==> config.mk <==
export PLATFORM = sky130hd
export DESIGN_NAME = wb_regfile
export DESIGN_NICKNAME = d
export VERILOG_FILES = /design/src/rtl/wb_regfile.sv
export SDC_FILE = /design/constraint.sdc
export NUM_CORES = 1
export LEC_CHECK = 0
export CAP_MARGIN = 10
export CELL_PAD_IN_SITES_DETAIL_PLACEMENT = 0
export CELL_PAD_IN_SITES_GLOBAL_PLACEMENT = 1
export CORE_UTILIZATION = 47
export CTS_CLUSTER_SIZE = 14
export DETAILED_ROUTE_END_ITERATION = 8
export PLACE_DENSITY = 0.79
export SYNTH_ARGS = -nofsm -noshare
export SYNTH_HDL_FRONTEND = slang
export SYNTH_SLANG_ARGS = --single-unit
==> constraint.sdc <==
create_clock -name clk -period 4.4 [get_ports clk]
set_input_delay 0.66 -clock clk [delete_from_list [all_inputs] [get_ports clk]]
set_output_delay 0.66 -clock clk [all_outputs]
set_load 0.05 [all_outputs]
==> src/rtl/wb_regfile.sv <==
// wb_regfile: writeback-stage register file for a 4-bit-indexed, 32-bit datapath.
// Holds R0..R14. Reads of R15 return PCPlus8D. Also counts the cycles that commit a writeback.
// Optional feature: define WB_BYPASS_EN to make decode reads write-through (same-cycle forwarding).
module wb_regfile (
    input  logic        clk,
    input  logic        rst_n,
    input  logic [31:0] ReadDataW,
    input  logic [31:0] ALUOutW,
    input  logic [3:0]  WA3W,
    input  logic        MemtoRegW,
    input  logic        PCSrcW,
    input  logic        RegWriteW,
    input  logic [3:0]  RA1D,
    input  logic [3:0]  RA2D,
    input  logic [31:0] PCPlus8D,
    output logic [31:0] RD1D,
    output logic [31:0] RD2D,
    output logic [31:0] ResultW,
    output logic [31:0] RetireCount
);

    localparam int NUM_REGS = 15;
    localparam logic [3:0] PC_INDEX = 4'd15;

    logic [31:0] regs_reg [NUM_REGS];
    logic [31:0] retire_count_reg;
    logic [3:0]  read_addr [2];
    logic [31:0] read_data [2];

    // Writeback value selection: load data or ALU result, no reset dependency.
    always_comb begin
        ResultW = MemtoRegW ? ReadDataW : ALUOutW;
    end

    // One storage slot per architectural register. A WA3W of 15 never
    // matches any slot, so PC writes are dropped here and handled by fetch.
    generate
        for (genvar gi = 0; gi < NUM_REGS; gi++) begin : g_reg
            // Register gi: cleared while reset is held, loaded on a matching write.
            always_ff @(posedge clk) begin
                if (!rst_n) begin
                    regs_reg[gi] <= '0;
                end else if (RegWriteW && (WA3W == 4'(gi))) begin
                    regs_reg[gi] <= ResultW;
                end
            end
        end
    endgenerate

    assign read_addr[0] = RA1D;
    assign read_addr[1] = RA2D;

    // Both decode read ports share the same structure, including the R15 and bypass paths.
    generate
        for (genvar gi = 0; gi < 2; gi++) begin : g_read
            // Read mux for port gi: R15 returns PC+8, otherwise the stored value.
            always_comb begin
                read_data[gi] = '0;
                if (read_addr[gi] == PC_INDEX) begin
                    read_data[gi] = PCPlus8D;
                end else begin
                    for (int i = 0; i < NUM_REGS; i++) begin
                        if (read_addr[gi] == 4'(i)) begin
                            read_data[gi] = regs_reg[i];
                        end
                    end
`ifdef WB_BYPASS_EN
                    // Write-through: a write to the register being read shows up
                    // in the same cycle, so decode needs no extra stall.
                    if (RegWriteW && (WA3W == read_addr[gi])) begin
                        read_data[gi] = ResultW;
                    end
`endif
                end
            end
        end
    endgenerate

    assign RD1D = read_data[0];
    assign RD2D = read_data[1];

    // Retire counter: one increment per committed writeback (register or PC), wraps silently.
    always_ff @(posedge clk) begin
        if (!rst_n) begin
            retire_count_reg <= '0;
        end else if (RegWriteW || PCSrcW) begin
            retire_count_reg <= retire_count_reg + 32'd1;
        end
    end

    assign RetireCount = retire_count_reg;

endmodule

==> impl_metrics.tcl <==
set metrics [dict create \
    outcome "finished clean" \
    crit_end "RD2D[19]" \
    num_rows 90 \
    tightest_slew_ps 997 \
    grt.total_usage 0.386 \
    clock_skew_ps 3.31 \
    drive_gt1_frac 0.165 \
    synth_edf_count 480 \
    synth_warnings 0 \
    min_period_ps 3980 \
    dr.pass1.iters 7 \
    grt_overflow 0 \
    core_region_area_mm2 0.0604 \
    fmax_mhz 251 \
    setup_tns_ps 0 \
    setup.worst_path.start "RA2D[0]" \
    dp.cells 3657 \
    yosysTopAreaCell "edfxtp_1" \
    combPwrFrac 0.202 \
    post-route-period-util 0.904 \
    pwr-share-clk 0.358 \
    cts.sinks 512 \
    grt_max_degree 66 \
    postRouteWirelength_mm 123 \
    ys_top_cells_by_count "nor2_1 (604), edfxtp_1 (480), mux2i_1 (160)" \
    r2r_setup_slack_ps 2210 \
    pin_count 241 \
    area_growth_pct 20.9 \
    p_leak_nw 12.9 \
    cts_made_buffers 56 \
    clockBufferDepth 3 \
    floorplan.die_area_mm2 0.0622 \
    seq_area_frac_synth 0.523 \
    antenna_found_initial 1 \
    synth_ff_type "edfxtp_1" \
    vias_per_cell 6.96 \
    ys_ff_latch 512 \
    max-slew-margin-rel 0.333 \
    dpl_cell_area_mm2 0.0330 \
    grt_pass1_vias 25318 \
    p_per_area_mw_per_mm2 379 \
    p_int_w 0.00924 \
    rsz0062_at_grt "no" \
    fin_area_mm2 0.0348 \
    clk_latency_ps 650 \
    synth_cell_types 86 \
    required_ps 3740 \
    hold_viol 0 \
    place_hpwl_mm 74.3 \
    vias 26174 \
    finalNonFillerCells 3759 \
    r2r_cells 6 \
    setup_violations 0 \
    synth_fp_nets 2817 \
    die_h_um 249 \
    start_util 0.476 \
    crit_path_end_kind "primary output" \
    synth_most_common_cell "nor2_1" \
    crit_type "in2out" \
    timing.rr.end "RetireCount[22]" \
    async_flop_share 0 \
    wl_per_cell_um 32.7 \
    root_buffer "clkbuf_16" \
    hold_class "reg2reg" \
    die_x_um 249 \
    syn_area_mm2 0.0288 \
    power_frac_seq 0.440 \
    nets 3047 \
    port_buffers 240 \
    switching_power_w 0.00392 \
    reg2reg_from "RetireCount[0]" \
    multi_input_area_mm2 0.0125 \
    htreeDepth 2 \
    synth_top_area_share 0.501 \
    ys_top_cells_by_area "edfxtp_1 (50%), nor2_1 (7.9%), mux2i_1 (5.6%), mux4_2 (4.8%), a21oi_1 (2.5%)" \
    maxCapViolCount 0 \
    synth_area_per_cell_um2 10.6 \
    largest_reg_flops 480 \
    grt_pass1_wl_mm 173 \
    max-vdd-ir-drop_v 0.000372 \
    ant_nets 0 \
    clkTransAtPathRegs_ps 60 \
    initialDrtViolationCount 4935 \
    cp-start-kind "primary input" \
    n_fill_cell 5136 \
    path_max_fanout 60 \
    cts_setup_buffers 0 \
    cts_hold_buf 0 \
    cp_data_arrival_time_ps 3320 \
    switching_share 0.298 \
    synth_cells 2703 \
    regArea_mm2 0.0151 \
    cts_resized 0 \
    fin_util 0.576 \
    tritoncts "yes" \
    slew_viol_final 0 \
    drc_errors 0 \
    hold_slack_ps 502 \
    place_congestion 0.970 \
]
-- power groups by stage --
| stage | clock network [W] | registers [W] | logic (W) |
|---|---|---|---|
| after floorplan | 0 | 0.00583 | 0.00144 |
| after global placement | 0 | 0.00585 | 0.00258 |
| after detailed placement | 0 | 0.00587 | 0.00259 |
| after CTS | 0.00469 | 0.00577 | 0.00260 |
| after global routing | 0.00487 | 0.00581 | 0.00273 |
| final | 0.00472 | 0.00579 | 0.00266 |
-- cells in the final DEF, fill, tap and decap left out, drive strengths merged, types with 9 or more instances in the layout --
cell	synthesis	routed
inv	52	55
a211o	11	11
clkdlybuf4s50	0	158
nand3	26	26
a32oi	12	12
mux4	61	61
nor2	604	604
clkinv	1	24
buf	120	265
nand2b	33	33
nand2	127	127
a21oi	144	144
a22o	15	15
a22oi	34	34
nor2b	36	36
nor3	20	20
dfxtp	32	32
a221oi	10	10
o22ai	55	55
o221ai	45	45
or3	11	11
edfxtp	480	480
a222oi	15	15
a211oi	33	33
a2bb2oi	11	11
a21o	20	20
xnor2	16	16
a221o	13	13
o211ai	9	9
o21ai	179	179
clkbuf	131	67
mux2	58	58
mux2i	160	160
-- critical path: stages --
cell and delay, ps:
buf_8 210, nor2_1 850, nand2_1 600, o21ai_0 230
a221oi_1 140, o22ai_1 340, buf_12 190
-- worst min-delay path by stage --
stage | startpoint | to | slack [ps] | depth (start not counted)
after floorplan | RetireCount[31] | RetireCount[31] | 680 | 2
after global placement | RetireCount[31] | RetireCount[31] | 480 | 2
after detailed placement | RetireCount[1] | RetireCount[1] | 500 | 2
after CTS | RetireCount[29] | RetireCount[29] | 510 | 2
after global routing | RetireCount[29] | RetireCount[29] | 520 | 2
final | RetireCount[29] | RetireCount[29] | 500 | 2
-- logic make-up after synthesis --
| logic type | after synthesis | share of synthesized area |
|---|---|---|
| and+or+nand+nor | 914 | 0.139 |
| AOI/OAI and AO/OA | 671 | 0.154 |
| adders and majority gates | 1 | 0.000435 |
| muxes | 279 | 0.126 |
| buffers and inverters | 304 | 0.0499 |
| DFF | 512 | 0.523 |
| xor gates and xnor gates | 22 | 0.00670 |
-- per-layer routing --
layer,up-vias,global-route usage,routed length [um]
met5,-,0.00386,32
met4,2,0.234,8530
met3,568,0.0977,17400
met2,2381,0.580,53500
met1,12703,0.502,43300
li1,10520,-,-
-- cell type report --
cell class                      count  share of cell area
Clock inverter                     34             0.00896
Tap cell                          782              0.0282
Inverter                           53             0.00572
Antenna cell                        1           0.0000720
Multi-Input combinational cell   1887               0.358
Sequential cell                   512               0.433
Timing Repair Buffer              423               0.123
Clock buffer                       67              0.0421
-- metrics by stage --
stage	total power, W	setup WS, ps
floorplan	0.00727	332
global placement	0.00843	640
detailed placement	0.00846	515
CTS	0.0131	519
global route	0.0134	478
finish	0.0132	422
Note: power is estimated with default switching activity, not from simulation.
